[src/rtl/lcd_timing_controller.sv]
// Display timing sequencer: cascaded slot/column/row counters, blank flags, DISPSTAT/VCOUNT
// state, and the line/frame/blank event pulses that drive IRQs and DMA triggers.
module lcd_timing_controller #(
  parameter int SLOTS     = 4,
  parameter int H_TOTAL   = 308,
  parameter int H_VISIBLE = 240,
  parameter int V_TOTAL   = 228,
  parameter int V_VISIBLE = 160
) (
  input  logic        clock,
  input  logic        rst_b,
  input  logic        enable,
  input  logic        dispstat_wr,
  input  logic [15:0] dispstat_wdata,
  output logic [15:0] dispstat,
  output logic [7:0]  vcount,
  output logic [8:0]  col,
  output logic [1:0]  slot,
  output logic        hblank,
  output logic        vblank,
  output logic        vcount_match,
  output logic        start_row,
  output logic        new_frame,
  output logic        frame,
  output logic        irq_vblank,
  output logic        irq_hblank,
  output logic        irq_vcount,
  output logic        dma_hblank_req,
  output logic        dma_vblank_req
);

  localparam logic [1:0] SLOT_LAST    = 2'(SLOTS - 1);
  localparam logic [8:0] COL_LAST     = 9'(H_TOTAL - 1);
  localparam logic [8:0] COL_HVIS     = 9'(H_VISIBLE);
  localparam logic [7:0] ROW_LAST     = 8'(V_TOTAL - 1);
  localparam logic [7:0] ROW_VVIS     = 8'(V_VISIBLE);
  localparam logic [7:0] ROW_VBL_LAST = 8'(V_TOTAL - 2);

  logic [1:0] slot_q, slot_d, slot_nx;
  logic [8:0] col_q, col_d, col_nx;
  logic [7:0] vcount_q, vcount_d, vcount_nx;
  logic       frame_q, frame_d;
  logic [7:0] lyc_q, lyc_d;
  logic       vcnt_ie_q, vcnt_ie_d;
  logic       hblank_ie_q, hblank_ie_d;
  logic       vblank_ie_q, vblank_ie_d;
  logic       start_row_q, start_row_d;
  logic       hbl_ent_q, hbl_ent_d;
  logic       hbl_pulse, vbl_pulse;
  logic       unused_wdata;

  assign unused_wdata = ^{dispstat_wdata[7:6], dispstat_wdata[2:0]};

  always_comb begin
    slot_nx   = slot_q;
    col_nx    = col_q;
    vcount_nx = vcount_q;
    if (slot_q == SLOT_LAST) begin
      slot_nx = 2'd0;
      if (col_q == COL_LAST) begin
        col_nx    = 9'd0;
        vcount_nx = (vcount_q == ROW_LAST) ? 8'd0 : vcount_q + 8'd1;
      end else begin
        col_nx = col_q + 9'd1;
      end
    end else begin
      slot_nx = slot_q + 2'd1;
    end
  end

  // Event registers capture "next position is an event" and hold through stalls,
  // so a deferred event is presented on the next enabled cycle.
  always_comb begin
    slot_d      = slot_q;
    col_d       = col_q;
    vcount_d    = vcount_q;
    frame_d     = frame_q;
    start_row_d = start_row_q;
    hbl_ent_d   = hbl_ent_q;
    if (enable) begin
      slot_d      = slot_nx;
      col_d       = col_nx;
      vcount_d    = vcount_nx;
      start_row_d = (slot_nx == 2'd0) && (col_nx == 9'd0);
      hbl_ent_d   = (slot_nx == 2'd0) && (col_nx == COL_HVIS);
      if ((slot_nx == 2'd0) && (col_nx == 9'd0) && (vcount_nx == 8'd0)) begin
        frame_d = ~frame_q;
      end
    end
  end

  always_comb begin
    lyc_d       = lyc_q;
    vcnt_ie_d   = vcnt_ie_q;
    hblank_ie_d = hblank_ie_q;
    vblank_ie_d = vblank_ie_q;
    if (dispstat_wr) begin
      lyc_d       = dispstat_wdata[15:8];
      vcnt_ie_d   = dispstat_wdata[5];
      hblank_ie_d = dispstat_wdata[4];
      vblank_ie_d = dispstat_wdata[3];
    end
  end

  always_ff @(posedge clock or negedge rst_b) begin
    if (!rst_b) begin
      slot_q      <= 2'd0;
      col_q       <= 9'd0;
      vcount_q    <= 8'd0;
      frame_q     <= 1'b0;
      lyc_q       <= 8'd0;
      vcnt_ie_q   <= 1'b0;
      hblank_ie_q <= 1'b0;
      vblank_ie_q <= 1'b0;
      start_row_q <= 1'b0;
      hbl_ent_q   <= 1'b0;
    end else begin
      slot_q      <= slot_d;
      col_q       <= col_d;
      vcount_q    <= vcount_d;
      frame_q     <= frame_d;
      lyc_q       <= lyc_d;
      vcnt_ie_q   <= vcnt_ie_d;
      hblank_ie_q <= hblank_ie_d;
      vblank_ie_q <= vblank_ie_d;
      start_row_q <= start_row_d;
      hbl_ent_q   <= hbl_ent_d;
    end
  end

  assign slot         = slot_q;
  assign col          = col_q;
  assign vcount       = vcount_q;
  assign frame        = frame_q;
  assign hblank       = (col_q >= COL_HVIS);
  assign vblank       = (vcount_q >= ROW_VVIS) && (vcount_q <= ROW_VBL_LAST);
  assign vcount_match = (vcount_q == lyc_q);

  // Gating uses the current register values, so a same-cycle write cannot qualify its own event.
  assign start_row      = start_row_q & enable;
  assign new_frame      = start_row & (vcount_q == 8'd0);
  assign hbl_pulse      = hbl_ent_q & enable;
  assign vbl_pulse      = start_row & (vcount_q == ROW_VVIS);
  assign irq_vblank     = vbl_pulse & vblank_ie_q;
  assign irq_hblank     = hbl_pulse & hblank_ie_q;
  assign irq_vcount     = start_row & vcount_match & vcnt_ie_q;
  assign dma_hblank_req = hbl_pulse & (vcount_q < ROW_VVIS);
  assign dma_vblank_req = vbl_pulse;

  assign dispstat = {lyc_q, 2'b00, vcnt_ie_q, hblank_ie_q, vblank_ie_q,
                     vcount_match, hblank, vblank};

endmodule

[config.mk]
export PLATFORM = sky130hd
export DESIGN_NAME = lcd_timing_controller
export DESIGN_NICKNAME = d
export VERILOG_FILES = /design/src/rtl/lcd_timing_controller.sv
export SDC_FILE = /design/constraint.sdc
export NUM_CORES = 1
export LEC_CHECK = 0
export BUFFER_PORTS_ARGS = -buffer_cell sky130_fd_sc_hd__buf_2
export CAP_MARGIN = 20
export CELL_PAD_IN_SITES_DETAIL_PLACEMENT = 2
export CELL_PAD_IN_SITES_GLOBAL_PLACEMENT = 2
export CORE_UTILIZATION = 33
export DETAILED_ROUTE_END_ITERATION = 8
export PLACE_DENSITY = 0.84
export SETUP_SLACK_MARGIN = 0.5
export SLEW_MARGIN = 10
export SYNTH_ARGS = -nofsm -noshare
export SYNTH_HDL_FRONTEND = slang
export SYNTH_SLANG_ARGS = --single-unit
[constraint.sdc]
create_clock -name clock -period 3.5 [get_ports clock]
set_input_delay 0.35 -clock clock [delete_from_list [all_inputs] [get_ports clock]]
set_output_delay 0.35 -clock clock [all_outputs]
set_load 0.02 [all_outputs]
==> impl_metrics.csv <==
group,metric,value,unit
timing,min_period,2662,ps
power_and_ir_drop,p_leak,1.239,nW
timing,hold_viol_final,0,
die,dieArea,6879,um^2
synth,synthArstFlopShare,1.000,
setup_path,critPathKind,"reg2reg",
route,wl_met2,3221,um
synth,synth-seq-cells,33,
timing,slew_headroom,0.4795,
timing,post-route-period-util,0.7607,
clocking,cts_resized,0,
placed_design,dp_slack,867.0,ps
synth,ys.flop_type,"dfrtp_1",
power_and_ir_drop,p_int,767.4,uW
route,highest-signal-layer,"met4",
grt,grt_pass1_wl,10580,um
placed_design,place_congestion,0.7780,
clocking,cts_root_buf,"clkbuf_8",
setup_path,start_kind,"flip-flop",
setup_path,crit_required,3680,ps
grt,track_usage,0.1926,
job,maxCapViolations,0,
timing,drv_slew,0,
clocking,insertion_delay,290,ps
clocking,cts_tree,"built",
timing,worst_pin_slew,780.7,ps
power_and_ir_drop,p_sw_frac,0.3861,
route,wl_met3,185,um
hold_path,worstHoldPathType,"in2async",
route,drtIter0Drc,64,
timing,rsz0062_at_grt,"no",
setup_path,slowest_delay,540,ps
synth,synth.avg_cell_area,9.525,um^2
final_layout,nets,299,
timing,setup_ws,837.6,ps
route,first_pass_iters,4,
clocking,cts_buffers,5,
setup_path,cp_top_family,"compound AO/OA/AOI/OAI gates",
placed_design,io_buffers,58,
power_and_ir_drop,p_seq_frac,0.429,
timing,fmax,375.6,MHz
clocking,htree_num_levels,2,
setup_path,cp_max_fo,16,
clocking,clkTransAtPathRegs,80,ps
power_and_ir_drop,power.density,493.2,nW/um^2
synth,synth_edf_count,0,
synth,synthCells,227,
timing,fin_setup_tns,0,ps
setup_path,crit_buf_inv,1,
timing,skew,7.485,ps
route,drt_wl_total,6280,um
route,met1_length,2780,um
final_layout,drive_gt1_frac,0.3150,
synth,yosysUniqueCellTypes,47,
synth,netlist_area,2162,um^2
status,outcome,"finished clean",
clocking,cts_setup_buffers,0,
die,ios,66,
die,core_region_area,6350,um^2
setup_path,worstPathCellList,"ha_1, inv_1, nor3_2, o2111ai_1, a2111oi_2, nand4_1, xnor2_1",
power_and_ir_drop,p_clk_frac,0.266,
clocking,cts_sinks,33,
grt,antenna_found_initial,0,
die,num_rows,29,
route,wl_per_cell,17.94,um
die,start_util,0.3405,
route,detail-route-antenna-nets,0,
clocking,clock_path_buffers,2,
grt,grt_remaining_overflow,0,
setup_path,crit_path_end_kind,"flip-flop",
synth,ys_seq_area_frac,0.3819,
grt,first_global_vias,2041,
setup_path,slowest_stage,"ha_1",
clocking,postCtsHoldBufs,0,
placed_design,dp_hpwl,4452,um
final_layout,antenna_cells,0,
final_layout,area_delta_synth_final,17.25,%
timing,setup_viol,0,
die,die_h,82.94,um
grt,grt_max_degree,34,
power_and_ir_drop,ir_worst_vdd,0.2883,mV
route,vias,1903,
route,vias_per_cell,5.437,
setup_path,arrival,2840,ps
synth,yosysWarnings,0,
route,drc,0,
power_and_ir_drop,power.switching,482.7,uW
power_and_ir_drop,pwr-share-comb,0.305,
die,fp.dieW,82.94,um
synthesized netlist by cell type (5+ instances only):
library cell / n / area [um^2]
and3_1: 10 / 62.56
buf_2: 5 / 25.02
buf_4: 8 / 60.06
clkbuf_1: 8 / 30.03
dfrtp_1: 33 / 825.8
ha_1: 7 / 87.58
inv_1: 8 / 30.03
mux2_2: 14 / 157.7
nand2_1: 16 / 60.06
nand3_1: 8 / 40.04
nand4_1: 7 / 43.79
nor2_1: 12 / 45.04
o21ai_0: 14 / 70.07
xnor2_1: 14 / 122.6
routing by layer:
metal / GRT usage / up-vias
met1: 0.2410 / 971
met4: 0.06897 / 0
li1: - / 888
met3: 0.03181 / 9
met5: 0 / -
met2: 0.3338 / 35
flip-flops by register name, summed over array words and instances, names as in the netlist:
register     cells
hbl_ent_q        1
vcount           8
hblank_ie_q      1
vblank_ie_q      1
frame            1
vcnt_ie_q        1
start_row_q      1
lyc_q            8
col              9
slot             2
cells by family after synthesis:
logic type | count (synthesis) | synth area share
flops | 33 | 0.3819
mux | 17 | 0.08681
buf+inv | 30 | 0.07234
xor+xnor | 17 | 0.06887
simple gates | 83 | 0.2222
other cells | 1 | 0.001734
compound gates | 39 | 0.1256
fa+ha+maj | 7 | 0.04051
worst paths after layout:
kind	from	end	slack (ps)	cells after the start
setup / recovery	slot[0]	frame	840	7
hold / removal	rst_b	lyc_q[6]	130	1
setup reg to reg	slot[0]	frame	840	7
hold reg to reg	frame	frame	470	1
max in group asynchronous	rst_b	vcount[3]	2870	1
min in group clock	dispstat_wdata[10]	lyc_q[2]	290	2
power groups by stage:
| stage | Sequential, mW | Combinational, mW | Clock (mW) |
|---|---|---|---|
| final | 0.536 | 0.381 | 0.333 |
| after global routing | 0.551 | 0.414 | 0.352 |
| after CTS | 0.538 | 0.389 | 0.343 |
| after detailed placement | 0.544 | 0.380 | 0 |
| after global placement | 0.537 | 0.365 | 0 |
| after floorplan | 0.561 | 0.240 | 0 |
worst reg2reg max path, cell delays in order, from the launching register on:
cell and delay (ps):
dfrtp_1 410, ha_1 540, inv_1 130, nor3_2 400
o2111ai_1 210, a2111oi_2 490, nand4_1 210, xnor2_1 160
cells in the final DEF (no fill, tap or decap), types with 2 or more instances in the layout:
| master | n |
|---|---|
| nand4_1 | 7 |
| dfrtp_1 | 33 |
| xnor2_1 | 14 |
| nor2_1 | 12 |
| and4_1 | 2 |
| and3_1 | 10 |
| buf_2 | 58 |
| a21boi_0 | 2 |
| nor3_1 | 4 |
| clkbuf_8 | 7 |
| inv_1 | 8 |
| xor2_1 | 3 |
| conb_1 | 2 |
| nor2b_1 | 2 |
| a2111oi_2 | 2 |
| a21oi_1 | 2 |
| mux2i_1 | 3 |
| a211o_1 | 2 |
| nor4_1 | 2 |
| and3b_1 | 2 |
| nand3_1 | 8 |
| nand2_1 | 16 |
| or3_1 | 3 |
| a31oi_1 | 4 |
| nand2b_1 | 3 |
| ha_1 | 7 |
| and2_1 | 4 |
| o21ai_0 | 14 |
| o31ai_1 | 4 |
| a21o_1 | 3 |
| mux2_2 | 14 |
layout make-up:
type | instances | area (um^2)
fillers | 705 | 3815
multi-input cells | 165 | 1184
flip-flops and latches | 33 | 825.8
repair buffers | 59 | 297.8
clock buffers | 7 | 96.34
well taps | 77 | 96.34
inverters | 8 | 30.03
clock inverters | 1 | 5.005
stage by stage:
| stage | std cells | instance area (um^2) | util | total power [mW] | hold WS [ps] |
|---|---|---|---|---|---|
| 6_report | 350 | 2535 | 0.3992 | 1.250 | 134.4 |
| 5_1_grt | 350 | 2535 | 0.3992 | 1.317 | 203.2 |
| 4_1_cts | 350 | 2535 | 0.3992 | 1.270 | 169.6 |
| 3_5_place_dp | 342 | 2434 | 0.3833 | 0.9246 | 467.5 |
| 3_3_place_gp | 342 | 2434 | 0.3833 | 0.9019 | 456.4 |
| 2_1_floorplan | 228 | 2166 | - | 0.8004 | 54.41 |
Power figures use the tool's default switching activity.
